### src/rtl/enclave_pkg.sv
// Shared opcode layout, op/state encodings and default widths for the enclave sequencer.
// Declarations only: no logic, no latency, no flow control.
package enclave_pkg;

  localparam int DEF_WB_WIDTH   = 32;
  localparam int DEF_DATA_WIDTH = 128;
  localparam int DEF_ADDR_WIDTH = 10;

  // Opcode word layout: [3:0] op, [13:4] base address, [23:14] word count.
  localparam int OP_LSB   = 0;
  localparam int OP_W     = 4;
  localparam int BASE_LSB = 4;
  localparam int BASE_W   = 10;
  localparam int CNT_LSB  = 14;
  localparam int CNT_W    = 10;

  typedef enum logic [OP_W-1:0] {
    OP_NOP    = 4'd0,
    OP_LOAD   = 4'd1,
    OP_RUN    = 4'd2,
    OP_READ   = 4'd3,
    OP_CLRERR = 4'd4
  } op_e;

  typedef enum logic [2:0] {
    ST_IDLE,
    ST_LOAD,
    ST_RUN,
    ST_RD_ADDR,
    ST_RD_WAIT,
    ST_DRAIN
  } state_e;

endpackage

### src/rtl/enclave_beat_packer.sv
// Packs host beats LSB-first into one wide word and unpacks a wide word back into beats.
// Latency: word_vld one cycle after the last beat; pop_dat follows the beat counter combinationally.
// Backpressure: none internally; pops are only issued by the caller while its output is valid.
module enclave_beat_packer
  import enclave_pkg::*;
#(
  parameter int DATA_WIDTH = DEF_DATA_WIDTH,
  parameter int WB_WIDTH   = DEF_WB_WIDTH
) (
  input  logic                  clk,
  input  logic                  rst,
  input  logic                  clear,
  input  logic                  beat_vld,
  input  logic [WB_WIDTH-1:0]   beat_dat,
  output logic                  word_vld,
  output logic [DATA_WIDTH-1:0] word_dat,
  input  logic                  load,
  input  logic [DATA_WIDTH-1:0] load_dat,
  input  logic                  pop,
  output logic [WB_WIDTH-1:0]   pop_dat,
  output logic                  last_pop
);

  localparam int BEATS = DATA_WIDTH / WB_WIDTH;
  localparam int CW    = (BEATS > 1) ? $clog2(BEATS) : 1;
  localparam logic [CW-1:0] LAST = CW'(BEATS - 1);

  // One counter and one buffer serve both directions; the FSM never packs and unpacks at once.
  logic [CW-1:0]         cnt_q;
  logic [DATA_WIDTH-1:0] shift_q;
  logic [DATA_WIDTH-1:0] packed_word;
  logic                  at_last;

  assign at_last  = (cnt_q == LAST);
  assign last_pop = pop && at_last;

  always_comb begin
    packed_word = shift_q;
    pop_dat     = '0;
    for (int k = 0; k < BEATS; k++) begin
      if (cnt_q == CW'(k)) begin
        packed_word[k*WB_WIDTH +: WB_WIDTH] = beat_dat;
        pop_dat = shift_q[k*WB_WIDTH +: WB_WIDTH];
      end
    end
  end

  always_ff @(posedge clk) begin
    if (rst) begin
      cnt_q    <= '0;
      shift_q  <= '0;
      word_dat <= '0;
      word_vld <= 1'b0;
    end else begin
      word_vld <= 1'b0;
      if (clear) begin
        cnt_q   <= '0;
        shift_q <= '0;
      end else if (load) begin
        cnt_q   <= '0;
        shift_q <= load_dat;
      end else if (beat_vld || pop) begin
        cnt_q <= at_last ? '0 : cnt_q + 1'b1;
        if (beat_vld) begin
          shift_q <= packed_word;
          if (at_last) begin
            word_vld <= 1'b1;
            word_dat <= packed_word;
          end
        end
      end
    end
  end

endmodule

### src/rtl/enclave_sequencer.sv
// Host command sequencer: decodes opcodes, packs beats into SRAM words, launches the core, streams results back.
// Latency: opcode acts next cycle; mem_we 1 cycle after the 4th beat; a read word reaches the host 2 cycles after its address.
// Backpressure: each result beat holds until out_pop; ENCLAVE_SEQ_TIMEOUT_EN adds a 16-bit RUN watchdog.
module enclave_sequencer
  import enclave_pkg::*;
#(
  parameter int DATA_WIDTH = DEF_DATA_WIDTH,
  parameter int WB_WIDTH   = DEF_WB_WIDTH,
  parameter int ADDR_WIDTH = DEF_ADDR_WIDTH
) (
  input  logic                  wb_clk_i,
  input  logic                  wb_rst_i,
  input  logic                  config_en,
  input  logic                  input_ready,
  input  logic [WB_WIDTH-1:0]   wishbone_data,
  input  logic                  out_pop,
  output logic                  output_ready,
  output logic [WB_WIDTH-1:0]   wishbone_output,
  output logic                  mem_we,
  output logic [ADDR_WIDTH-1:0] mem_addr,
  output logic [DATA_WIDTH-1:0] mem_wdata,
  input  logic [DATA_WIDTH-1:0] mem_rdata,
  output logic                  core_start,
  output logic [ADDR_WIDTH-1:0] core_base,
  output logic [ADDR_WIDTH-1:0] core_len,
  input  logic                  core_done,
  output logic                  busy,
  output logic                  err
);

  state_e                state_q, state_d;
  logic [ADDR_WIDTH-1:0] addr_q, addr_d;
  logic [CNT_W-1:0]      remain_q, remain_d;
  logic                  err_q, err_d;
  logic                  start_q, start_d;
  logic [ADDR_WIDTH-1:0] base_q, base_d;
  logic [ADDR_WIDTH-1:0] len_q, len_d;

  logic [OP_W-1:0]       cfg_op;
  logic [ADDR_WIDTH-1:0] cfg_base;
  logic [CNT_W-1:0]      cfg_cnt;

  logic pack_clear, pack_beat, unpack_load, drain_pop;
  logic word_vld, last_pop;
  logic [WB_WIDTH-1:0] pop_dat;
  logic err_set, err_clr;
  logic run_timeout;

  assign cfg_op   = wishbone_data[OP_LSB +: OP_W];
  assign cfg_base = ADDR_WIDTH'(wishbone_data[BASE_LSB +: BASE_W]);
  assign cfg_cnt  = wishbone_data[CNT_LSB +: CNT_W];

`ifdef ENCLAVE_SEQ_TIMEOUT_EN
  // wd_q is the index of the current RUN cycle; the 65535th cycle is the last one allowed.
  localparam logic [15:0] WD_LAST = 16'hFFFE;
  logic [15:0] wd_q;

  always_ff @(posedge wb_clk_i) begin
    if (wb_rst_i || state_q != ST_RUN) wd_q <= '0;
    else                               wd_q <= wd_q + 16'd1;
  end

  assign run_timeout = (wd_q == WD_LAST);
`else
  assign run_timeout = 1'b0;
`endif

  always_comb begin
    state_d     = state_q;
    addr_d      = addr_q;
    remain_d    = remain_q;
    err_d       = err_q;
    start_d     = 1'b0;
    base_d      = base_q;
    len_d       = len_q;
    pack_clear  = 1'b0;
    pack_beat   = 1'b0;
    unpack_load = 1'b0;
    drain_pop   = 1'b0;
    err_clr     = 1'b0;
    err_set     = (config_en && state_q != ST_IDLE) || (input_ready && state_q != ST_LOAD);

    case (state_q)
      ST_IDLE: begin
        if (config_en) begin
          case (cfg_op)
            OP_NOP:    ;
            OP_CLRERR: err_clr = 1'b1;
            OP_LOAD, OP_RUN, OP_READ: begin
              if (cfg_cnt == '0) begin
                err_set = 1'b1;
              end else begin
                addr_d   = cfg_base;
                remain_d = cfg_cnt;
                if (cfg_op == OP_LOAD) begin
                  state_d    = ST_LOAD;
                  pack_clear = 1'b1;
                end else if (cfg_op == OP_RUN) begin
                  state_d = ST_RUN;
                  start_d = 1'b1;
                  base_d  = cfg_base;
                  len_d   = ADDR_WIDTH'(cfg_cnt);
                end else begin
                  state_d = ST_RD_ADDR;
                end
              end
            end
            default:   err_set = 1'b1;
          endcase
        end
      end
      ST_LOAD: begin
        pack_beat = input_ready;
        // The address advances only after the write cycle so mem_addr is stable during mem_we.
        if (word_vld) begin
          addr_d   = addr_q + 1'b1;
          remain_d = remain_q - 1'b1;
          if (remain_q == CNT_W'(1)) state_d = ST_IDLE;
        end
      end
      ST_RUN: begin
        if (core_done) begin
          state_d = ST_IDLE;
        end else if (run_timeout) begin
          err_set = 1'b1;
          state_d = ST_IDLE;
        end
      end
      ST_RD_ADDR: state_d = ST_RD_WAIT;
      ST_RD_WAIT: begin
        unpack_load = 1'b1;
        state_d     = ST_DRAIN;
      end
      ST_DRAIN: begin
        drain_pop = out_pop;
        if (last_pop) begin
          remain_d = remain_q - 1'b1;
          if (remain_q == CNT_W'(1)) begin
            state_d = ST_IDLE;
          end else begin
            addr_d  = addr_q + 1'b1;
            state_d = ST_RD_ADDR;
          end
        end
      end
      default: state_d = ST_IDLE;
    endcase

    // A simultaneous protocol error wins over CLRERR.
    if (err_clr) err_d = 1'b0;
    if (err_set) err_d = 1'b1;
  end

  always_ff @(posedge wb_clk_i) begin
    if (wb_rst_i) begin
      state_q  <= ST_IDLE;
      addr_q   <= '0;
      remain_q <= '0;
      err_q    <= 1'b0;
      start_q  <= 1'b0;
      base_q   <= '0;
      len_q    <= '0;
    end else begin
      state_q  <= state_d;
      addr_q   <= addr_d;
      remain_q <= remain_d;
      err_q    <= err_d;
      start_q  <= start_d;
      base_q   <= base_d;
      len_q    <= len_d;
    end
  end

  enclave_beat_packer #(
    .DATA_WIDTH(DATA_WIDTH),
    .WB_WIDTH  (WB_WIDTH)
  ) u_packer (
    .clk     (wb_clk_i),
    .rst     (wb_rst_i),
    .clear   (pack_clear),
    .beat_vld(pack_beat),
    .beat_dat(wishbone_data),
    .word_vld(word_vld),
    .word_dat(mem_wdata),
    .load    (unpack_load),
    .load_dat(mem_rdata),
    .pop     (drain_pop),
    .pop_dat (pop_dat),
    .last_pop(last_pop)
  );

  assign output_ready    = (state_q == ST_DRAIN);
  assign wishbone_output = output_ready ? pop_dat : '0;
  assign mem_we          = word_vld;
  assign mem_addr        = addr_q;
  assign core_start      = start_q;
  assign core_base       = base_q;
  assign core_len        = len_q;
  assign busy            = (state_q != ST_IDLE);
  assign err             = err_q;

endmodule

### config.mk
export PLATFORM = sky130hd
export DESIGN_NAME = enclave_sequencer
export DESIGN_NICKNAME = d
export VERILOG_FILES = /design/src/rtl/enclave_pkg.sv /design/src/rtl/enclave_beat_packer.sv /design/src/rtl/enclave_sequencer.sv
export SDC_FILE = /design/constraint.sdc
export NUM_CORES = 1
export LEC_CHECK = 0
export BUFFER_PORTS_ARGS = -buffer_cell sky130_fd_sc_hd__buf_2
export CORE_UTILIZATION = 53
export CTS_CLUSTER_DIAMETER = 200
export DETAILED_ROUTE_END_ITERATION = 10
export HOLD_SLACK_MARGIN = 0.03
export MAX_ROUTING_LAYER = met4
export PLACE_DENSITY_LB_ADDON = 0.3
export REMOVE_ABC_BUFFERS = 1
export SYNTH_ARGS = -nofsm -noshare
export SYNTH_HDL_FRONTEND = slang
export SYNTH_SLANG_ARGS = --single-unit
### constraint.sdc
create_clock -name wb_clk_i -period 2.8 [get_ports wb_clk_i]
set_clock_uncertainty 0.15 [all_clocks]
set_input_delay 0.42 -clock wb_clk_i [delete_from_list [all_inputs] [get_ports wb_clk_i]]
set_output_delay 0.42 -clock wb_clk_i [all_outputs]
set_load 0.01 [all_outputs]
==> qor.yml <==
die_area_mm2: 0.0269
grt_pass1_wl_um: 71600
synth.largest_area_cell: "dfxtp_1"
tns_ns: 0
synthCells: 1683
max_cap_violations: 0
synthFlopType: "dfxtp_1"
ctsRootBufferMaster: "clkbuf_16"
clock_sink_count: 304
crit_path_end_kind: "output pin"
track_usage_pct: 35.2
drtPass1Iterations: 6
required_ns: 2.23
drtIter0Drc: 1630
wire_per_inst_um: 20.5
synth_edf_count: 0
layout_min_cycle_time_ns: 2.77
min_period_over_period_pct: 98.9
yosys.cell_types.count: 51
p_leak_nw: 6.87
start_util_pct: 54.7
layout.nets: 2151
vias_per_cell: 6.00
cts_tree: "yes"
synth_commonest_cells: "dfxtp_1 (304), nand2_1 (272), nor2_1 (180)"
clk_path_buf_depth: 3
worst_hold_path_type: "input pin to register"
clk_pin_slew_ns: 0.06
hold_viol: 0
io_buffers: 360
whs_ns: 0.0351
relSlewSlack_pct: 17.9
antenna_found_initial: 6
grt_pass1_vias: 13100
synthTopCellsByArea: "dfxtp_1 (44%), mux2i_1 (11%), nand2_1 (7.3%)"
gr-total-overflow: 0
routed_wl_um: 47800
grt_setup_unrepaired: "yes"
synthArstFlopShare_pct: 0
syn_area_per_cell_um2: 8.28
ant_nets: 0
critical-path-max-stage-delay_ns: 0.37
worstSetupPathType: "register to output pin"
seq_area_frac_synth_pct: 43.7
post-synth-top-count-cell: "dfxtp_1"
tightest_slew_ns: 1.23
cp_common_cell: "buf_12"
critical_path.cell_chain: "inv_4 -> ha_4 -> buf_12 -> buf_12 -> and3b_1 -> a21oi_2 -> o21ai_1 -> mux2i_1 -> nor2_1 -> buf_2"
yosysTopAreaCellShare_pct: 43.7
cellPowerDensity_mw_per_mm2: 628
outcome: "complete, no violations"
h-tree-depth: 2
arrival_ns: 2.20
syn_to_final_growth_pct: 25.9
ioPinCount: 361
gp_congestion: 0.898
yosysWarnings: 0
place_inst: 2255
dp_hpwl_um: 30300
clk_latency_ns: 0.51
core_mm2: 0.0255
peakVddDrop_mv: 0.560
die_w_um: 164
crit_fanout: 12
cts_buffers: 34
grt_max_degree: 109
worstSetupStartpointType: "register"
slew_viol_final: 0
die_y_um: 164
crit_path_top_delay_cell: "dfxtp_4"
vias: 14000
max_freq_mhz: 361
rows: 58
fin_cells: 2335
drive_gt1_share_pct: 25.6
ys_seq_elements: 304
setup_viol_count_final: 0
synth_area_mm2: 0.0139
drc_errors: 0
kinds of logic after synthesis:
kind of cell    after synthesis  share of synthesized area (%)
fa+ha+maj                     7                          0.628
compound gates              501                           22.9
simple gates                536                           16.7
mux                         152                           10.9
flops                       304                           43.7
buf+inv                     183                           5.14
what timing repair did:
action | in CTS | in global routing
buffers inserted | 6 | 2
gates cloned | 3 | 0
setup endpoints to repair | 32 | 30
resized for setup | 11 | 32
hold buffers | 6 | 0
hold endpoints to repair | 6 | 0
pin swaps | 4 | 5
registers in the layout, indices dropped and copies added, names as in the netlist:
register,count
u_packer.cnt_q,2
core_start,1
remain_q,10
err,1
core_base,10
u_packer.word_vld,1
mem_addr,10
u_packer.word_dat,128
core_len,10
state_q,3
u_packer.shift_q,128
path summary, 6_finish.rpt:
| check | startpoint | to | slack, ns | cells after the start |
|---|---|---|---|---|
| worst max register to register | state_q[2]$_SDFFE_PP0P_ | u_packer.shift_q[110]$_SDFFE_PP0P_ | 0.36 | 5 |
| worst min-delay path | mem_rdata[126] | u_packer.shift_q[126]$_SDFFE_PP0P_ | 0.04 | 3 |
| worst max-delay path | u_packer.cnt_q[1]$_SDFFE_PP0P_ | wishbone_output[6] | 0.03 | 10 |
| worst min register to register | u_packer.word_dat[113]$_SDFFE_PP0P_ | u_packer.word_dat[113]$_SDFFE_PP0P_ | 0.30 | 2 |
report_power, final:
group | leakage [nW] | total, W | internal [W] | switching [W]
clock network | 0.530 | 0.00429 | 0.00253 | 0.00176
registers | 2.45 | 0.00467 | 0.00450 | 0.000165
logic | 3.89 | 0.00206 | 0.000846 | 0.00121
total | 6.87 | 0.0110 | 0.00788 | 0.00314
through the flow:
stage          instance area (um2)  total power, W  setup WS (ns)  utilization (%)
4_1_cts                      17500          0.0110        0.00417             68.6
6_report                     17500          0.0110         0.0307             68.9
5_1_grt                      17500          0.0114        -0.0270             68.9
2_1_floorplan                13300         0.00581          -5.23                -
3_5_place_dp                 16200         0.00664          0.278             63.5
3_3_place_gp                 16200         0.00660          0.262             63.5
cells in the final DEF (no fill, tap or decap), types with 13 or more instances in the layout:
cell type  netlist  layout
buf_2           18     359
dfxtp_1        304     300
nand2_1        272     270
a21oi_1        179     177
nor2_1         180     175
mux2i_1        152     152
a22oi_1        102     102
a211oi_1        98      98
buf_4            0      40
a31oi_1         37      37
clkbuf_16        0      35
and3b_1         32      31
o21ai_1          0      22
o21ai_0         43      21
buf_12           0      16
o31ai_1         13      13
critical path, delay by kind of cell, from the launching register on:
family	cells	cell delay [ns]
buf+inv	4	0.49
simple gates	2	0.39
flops	1	0.37
compound gates	2	0.18
fa+ha+maj	1	0.17
mux	1	0.09
cell type report:
cell class                 instances  area (um2)
antenna                            6        15.0
clock buffer                      46         977
clock inverter                    11        86.3
fill                            2009        7930
inverter                          10        40.0
multi-input combinational       1196        7250
sequential                       304        6090
tap                              330         413
timing repair buffer             432        2670
metal layers:
metal	wire, um	vias up	GRT usage, %
met3	4190	119	6.34
met2	22500	763	56.1
met5	0	-	-
met1	19500	6547	44.0
met4	1590	0	14.0
li1	-	6592	-
Power figures use the tool's default switching activity.
